**config.mk**
```make
export PLATFORM = sky130hd
export DESIGN_NAME = ptr_sync_multi
export DESIGN_NICKNAME = d
export VERILOG_FILES = /design/src/rtl/ptr_sync_multi.sv
export SDC_FILE = /design/constraint.sdc
export NUM_CORES = 1
export LEC_CHECK = 0
export CAP_MARGIN = 10
export CORE_UTILIZATION = 45
export CTS_CLUSTER_SIZE = 28
export DETAILED_ROUTE_END_ITERATION = 8
export GPL_ROUTABILITY_DRIVEN = 0
export PLACE_DENSITY = 0.75
export SYNTH_ARGS = -nofsm -noshare
export SYNTH_HDL_FRONTEND = slang
export SYNTH_HIERARCHICAL = 1
export SYNTH_SLANG_ARGS = --single-unit
```
**constraint.sdc**
```tcl
create_clock -name dst_clk -period 1.7 [get_ports dst_clk]
set_clock_uncertainty 0.05 [all_clocks]
set_input_delay 0.425 -clock dst_clk [delete_from_list [all_inputs] [get_ports dst_clk]]
set_output_delay 0.425 -clock dst_clk [all_outputs]
set_load 0.01 [all_outputs]
```
**src/rtl/ptr_sync_multi.sv**
```systemverilog
// Multi-channel gray-pointer synchroniser: each lane carries an async gray pointer into
// dst_clk, re-registers it as binary, pulses on change and flags multi-bit gray steps.

module ptr_sync_lane #(
  parameter int W           = 9,
  parameter int SYNC_STAGES = 2,
  parameter bit ERR_EN      = 1'b1
) (
  input  logic         dst_clk,
  input  logic         dst_rst_n,
  input  logic [W-1:0] src_gray,
  input  logic         err_clr,
  output logic [W-1:0] gray,
  output logic [W-1:0] bin,
  output logic         upd,
  output logic         err
);
  localparam logic [W-1:0] ONE = W'(1);

  logic [SYNC_STAGES-1:0][W-1:0] sync_q, sync_d;
  logic [W-1:0] bin_q, bin_d;
  logic [W-1:0] prev_gray, diff;
  logic         upd_q, upd_d;
  logic         err_q, err_d;
  logic         multi;

  // Plain shift chain: nothing may sit between metastability stages.
  always_comb begin
    sync_d = {sync_q[SYNC_STAGES-2:0], src_gray};
  end

  always_comb begin
    bin_d = '0;
    for (int i = 0; i < W; i++) bin_d[i] = ^(sync_q[SYNC_STAGES-1] >> i);
  end

  // The gray value behind bin_q is recovered by re-encoding, so no extra gray history flop.
  always_comb begin
    prev_gray = bin_q ^ (bin_q >> 1);
    diff      = sync_q[SYNC_STAGES-1] ^ prev_gray;
    multi     = |(diff & (diff - ONE));
    upd_d     = (bin_d != bin_q);
    err_d     = ERR_EN & ((upd_d & multi) | (err_q & ~err_clr));
  end

  always_ff @(posedge dst_clk or negedge dst_rst_n) begin
    if (!dst_rst_n) begin
      sync_q <= '0;
      bin_q  <= '0;
      upd_q  <= 1'b0;
      err_q  <= 1'b0;
    end else begin
      sync_q <= sync_d;
      bin_q  <= bin_d;
      upd_q  <= upd_d;
      err_q  <= err_d;
    end
  end

  assign gray = sync_q[SYNC_STAGES-1];
  assign bin  = bin_q;
  assign upd  = upd_q;
  assign err  = err_q;
endmodule

module ptr_sync_multi #(
  parameter int PTR_WIDTH   = 8,
  parameter int CHANNELS    = 2,
  parameter int SYNC_STAGES = 2,
  parameter int ERR_CHECK   = 1
) (
  input  logic                              dst_clk,
  input  logic                              dst_rst_n,
  input  logic [CHANNELS*(PTR_WIDTH+1)-1:0] src_ptr_gray,
  input  logic                              err_clr,
  output logic [CHANNELS*(PTR_WIDTH+1)-1:0] sync_ptr_gray,
  output logic [CHANNELS*(PTR_WIDTH+1)-1:0] sync_ptr_bin,
  output logic [CHANNELS-1:0]               ptr_update,
  output logic [CHANNELS-1:0]               step_err
);
  localparam int W = PTR_WIDTH + 1;

  for (genvar c = 0; c < CHANNELS; c++) begin : g_lane
    ptr_sync_lane #(
      .W          (W),
      .SYNC_STAGES(SYNC_STAGES),
      .ERR_EN     (ERR_CHECK != 0)
    ) u_lane (
      .dst_clk  (dst_clk),
      .dst_rst_n(dst_rst_n),
      .src_gray (src_ptr_gray[c*W +: W]),
      .err_clr  (err_clr),
      .gray     (sync_ptr_gray[c*W +: W]),
      .bin      (sync_ptr_bin[c*W +: W]),
      .upd      (ptr_update[c]),
      .err      (step_err[c])
    );
  end
endmodule
```
Yosys cells after proc, flatten, opt, wreduce, memory -nomap -nowiden
Cells that the tools add are included.

Bits in registers: 58. Input bits: 21. Output and inout bits: 40. Word-level logic and storage cells: 47.

$add $sub $neg: 2. Equal/unequal tests: 2. Bitwise gates (word level): 13. Reduce and logical (&&, ||, !) cells: 20.

Operators with widths (number): 9-bit XOR reduction (18); 9-bit bitwise AND (2); 9-bit inequality test (2); 9-bit OR reduction (2); 9-bit by 1-bit subtractor with 9-bit output, second input constant (2); 9-bit by 8-bit bitwise XOR with 9-bit output (2); 9-bit bitwise XOR (2); 1-bit bitwise AND (4); 1-bit bitwise OR (2); 1-bit NOT (1).

Logic depth before layout (Yosys ltp)
Gate-level depths: netlist of run 1.

Depth after elaboration: 7. Mapped depth: 6. Gate-level depth less buffers: 5.

Modules after synthesis
The synthesis of run 1 kept the hierarchy.

Modules (own cells, without submodules): ptr_sync_lane (instances 2, cells an instance 113, area each 1371.3 um^2, sequential area each 725.7 um^2).

Worst setup path before layout of run 1
Ideal clock, no wire load.

Path type: flip-flop to flip-flop. From: register g_lane[0].u_lane.sync_q (netlist bit g_lane[0].u_lane/gray[6]). To: register g_lane[0].u_lane.bin_q[0]. Library setup time: 130 ps. Data arrival time: 1730 ps. Required time: 1520 ps. Slack: -211 ps. Stages on the path, launching flop included: 6. Path buffers: 0. Clock period less this slack: 1911 ps. Cells stage by stage: dfrtp_1 -> xnor2_1 -> xnor3_2 -> xnor2_4 -> xor2_2 -> xor2_1.

Word-level cells in the longest chain between the ends: 1.

Ends and longest elaborated chain: start: declaration (RTL line 20) `logic [SYNC_STAGES-1:0][W-1:0] sync_q, sync_d;`; start signal: assignment (RTL line 53) `sync_q <= sync_d;`; 9-bit XOR reduction (RTL line 34) `for (int i = 0; i < W; i++) bin_d[i] = ^(sync_q[SYNC_STAGES-1] >> i);`; named net g_lane[0].u_lane.bin_d[0] (RTL line 21) `logic [W-1:0] bin_q, bin_d;`; end signal: assignment (RTL line 54) `bin_q <= bin_d;`; end: declaration (RTL line 21).

The timed path passes the listed nets, and every way through them passes these cells.

Worst setup path after layout of run 1
From: register g_lane[0].u_lane.sync_q (netlist bit g_lane[0].u_lane/gray[3]). To: register g_lane[0].u_lane.bin_q[0].

The elaborated chain is that of the path after synthesis.

==> results of run 1 <==
state kept, by name (all words and copies together) (netlist names):
signal / flops
g_lane.u_lane/sync_d: 18
g_lane.u_lane/bin: 18
g_lane.u_lane/err: 2
g_lane.u_lane/gray: 18
g_lane.u_lane/upd: 2
per-stage QoR:
stage / TNS [ns] / cells / utilization [%] / hold slack (ns)
after floorplan: -0.397 / 226 / - / 0.0794
after global placement: -0.138 / 388 / 63.6 / 0.282
after detailed placement: -0.468 / 388 / 63.6 / 0.285
after CTS: -0.441 / 418 / 70.3 / 0.0322
after global routing: -1.06 / 422 / 73.6 / 0.0413
final: -0.598 / 422 / 73.6 / 0.0247
layer usage:
| layer | wire, um | vias up | share of wire [%] | GRT usage, % |
|---|---|---|---|---|
| met5 | 0 | - | 0 | 0 |
| met4 | 141 | 0 | 2.2 | 9.82 |
| met3 | 268 | 11 | 4.1 | 4.09 |
| li1 | - | 996 | - | - |
| met2 | 3390 | 57 | 52 | 34.5 |
| met1 | 2670 | 1066 | 41 | 27.0 |
worst paths after layout:
kind / from / endpoint / slack, ns / cells past startpoint
worst max-delay path: g_lane[0].u_lane/gray[3] / g_lane[0].u_lane/bin[0] / -0.15 / 6
worst min-delay path: dst_rst_n / g_lane[0].u_lane/sync_d[11] / 0.02 / 2
worst max register to register: g_lane[0].u_lane/gray[3] / g_lane[0].u_lane/bin[0] / -0.15 / 6
worst min register to register: g_lane[1].u_lane/sync_d[11] / g_lane[1].u_lane/gray[2] / 0.30 / 0
max in group asynchronous: dst_rst_n / g_lane[1].u_lane/bin[8] / 1.29 / 2
min in group dst_clk: g_lane[1].u_lane/sync_d[11] / g_lane[1].u_lane/gray[2] / 0.30 / 0
layout make-up:
cell class	count	share of cell area (%)
Tap cell	75	2.17
Timing Repair Buffer	116	23.9
Clock inverter	4	1.18
Multi-Input combinational cell	154	34.8
Sequential cell	58	34.1
Inverter	4	0.347
Clock buffer	11	3.50
cell families after synthesis:
| logic type | Yosys count | synth area share [%] |
|---|---|---|
| XOR/XNOR | 56 | 22.4 |
| buffers and inverters | 14 | 2.19 |
| flip-flops | 58 | 52.9 |
| AO/OA/AOI/OAI | 22 | 6.02 |
| multiplexers | 8 | 2.92 |
| AND/OR/NAND/NOR | 68 | 13.5 |
power breakdown:
part | internal [mW] | switching (mW)
Sequential | 1.55 | 0.177
Clock | 0.748 | 0.528
Combinational | 0.992 | 0.913
Total | 3.29 | 1.62
critical path, delay by kind of cell, from the launching register on:
family	cells	cell delay, ns
XOR/XNOR	5	1.19
flip-flops	1	0.39
buffers and inverters	1	0.15
placed cells by master, fill, tap and decap left out, types with 3 or more instances in the layout:
cell             instances
and3_1                   5
buf_2                    3
buf_4                   43
buf_6                   12
clkbuf_8                11
clkdlybuf4s15_1          5
clkdlybuf4s50_1         21
dfrtp_1                 37
dfrtp_2                 21
dlygate4sd2_1           28
inv_1                    4
mux2i_1                  8
nand2_1                 12
nand3_1                  4
nand3b_1                 4
nand4_1                  6
nor2_1                  10
nor2b_1                  6
nor3_1                   4
nor3_2                   4
o211ai_1                 4
o21ai_0                  4
or2_2                    4
xnor2_1                 10
xnor2_2                  5
xnor2_4                  5
xnor3_2                  3
xor2_1                  18
xor2_2                   8
xor2_4                   6
what timing repair did:
item                                    4_1_cts  5_1_grt
endpoints found under the setup margin       44       13
cloned                                        0        0
pin swaps                                     9        5
buffers inserted                             15        4
resized for setup                            73       32
==> results.py, run 1 <==
metrics = {
    "worst_setup_path": {
        "end_kind": "flip-flop",
        "criticalPathCategory": "reg2reg",
        "path_max_fanout": 3,
        "worst_ep_arrival_time_ns": 2.06,
        "slowest_stage": "xnor3_2",
        "cpPeakStageDelay_ns": 0.53,
        "crit_required_ns": 1.91,
        "start_kind": "flip-flop",
        "crit_chain": "buf_4 -> xnor2_2 -> xnor3_2 -> xnor2_4 -> xor2_2 -> xor2_1",
    },
    "logic_synthesis": {
        "synth_seq_cells": 58,
        "yosys_warnings": 6,
        "synthesis.area_um2": 2740,
        "synth.distinct_cells": 33,
        "synth_area_leader_cell": "dfrtp_1",
        "synth_nets": 247,
        "syn_area_per_cell_um2": 12.1,
        "synth_most_common_cell": "dfrtp_1",
        "yosys-top-cells-area": "dfrtp_1, xor2_1, xnor2_1",
        "ys_seq_area_share_pct": 52.9,
        "ys.flop_type": "dfrtp_1",
        "syn_inst": 226,
        "async_flop_share_pct": 100,
        "synth_top_area_share_pct": 52.9,
        "netlist_top_cells_count": "dfrtp_1, xor2_1, xnor2_1",
        "synth_edf_count": 0,
    },
    "clocking": {
        "htreeDepth": 3,
        "cts.clk_slew.worst_paths_ns": 0.07,
        "worstSkewPairLatency_ns": 0.33,
        "cts-root-buf": "clkbuf_8",
        "clkSinkCount": 58,
        "clockBufferDepth": 2,
        "ctsHoldBuffers": 0,
        "tritoncts": "yes",
        "cts_made_buffers": 9,
    },
    "global_route": {
        "grt_max_degree": 59,
        "grt_usage_pct": 21.1,
        "grt_pass1_vias": 2062,
        "grt_pass1_wl_um": 9770,
        "grt_overflow": 0,
        "antenna_found_initial": 0,
    },
    "status": {
        "violations": "negative setup slack",
        "status": "complete, but fails checks",
    },
    "routing": {
        "num_vias": 2130,
        "drc": 0,
        "wl_per_cell_um": 15.3,
        "ant_nets": 0,
        "drt_pass1_iterations": 4,
        "finalWirelength_um": 6480,
        "drtIter0Drc": 124,
        "viasPerCell": 5.05,
    },
    "cells_and_area": {
        "ff_latch_area_um2": 1480,
        "multiInputGateArea_um2": 1510,
        "n_fill_cell": 396,
        "finalNetCount": 364,
        "antennaDiodeCount": 0,
        "fin_area_um2": 4330,
        "drive_above_1_share_pct": 39.2,
        "synthToLayoutAreaGrowth_pct": 57.9,
    },
    "die": {
        "io_pins": 61,
        "dieWidth_um": 80.1,
        "rows": 28,
        "initial_core_util_pct": 46.6,
        "die_h_um": 80.1,
        "core_region_area_um2": 5890,
        "dieArea_um2": 6410,
    },
    "timing": {
        "drv_slew": 0,
        "hold_viol_final": 0,
        "max_freq_mhz": 541,
        "setup_slack_ns": -0.147,
        "rsz0062_at_grt": "true",
        "period_needed_ns": 1.85,
        "relSlewSlack_pct": 78.5,
        "finalSetupViolCount": 8,
        "timing.final.crit_share_pct": 109,
        "worst_pin_slew_ns": 0.322,
    },
    "power_and_ir_drop": {
        "peakVddDrop_uv": 747,
        "power_mw": 4.91,
        "p_leak_nw": 1.91,
        "power.density_nw_per_um2": 1130,
    },
    "placed_design": {
        "dp_slack_ns": -0.124,
        "place_area_um2": 3740,
        "dp.final_hpwl_um": 4270,
        "portBuffers": 60,
    },
    "worst_hold_path": {
        "min_path_type": "in2async",
    },
    "flow_run": {
        "drv_cap": 0,
    },
}
Note: power is estimated with default switching activity, not from simulation.
==> run 2, diff against run 1 <==
CTS_CLUSTER_DIAMETER = 200   (was default)
==> results of run 2 <==
Same layout as run 1: the final DEF is identical, and so are final timing and power.
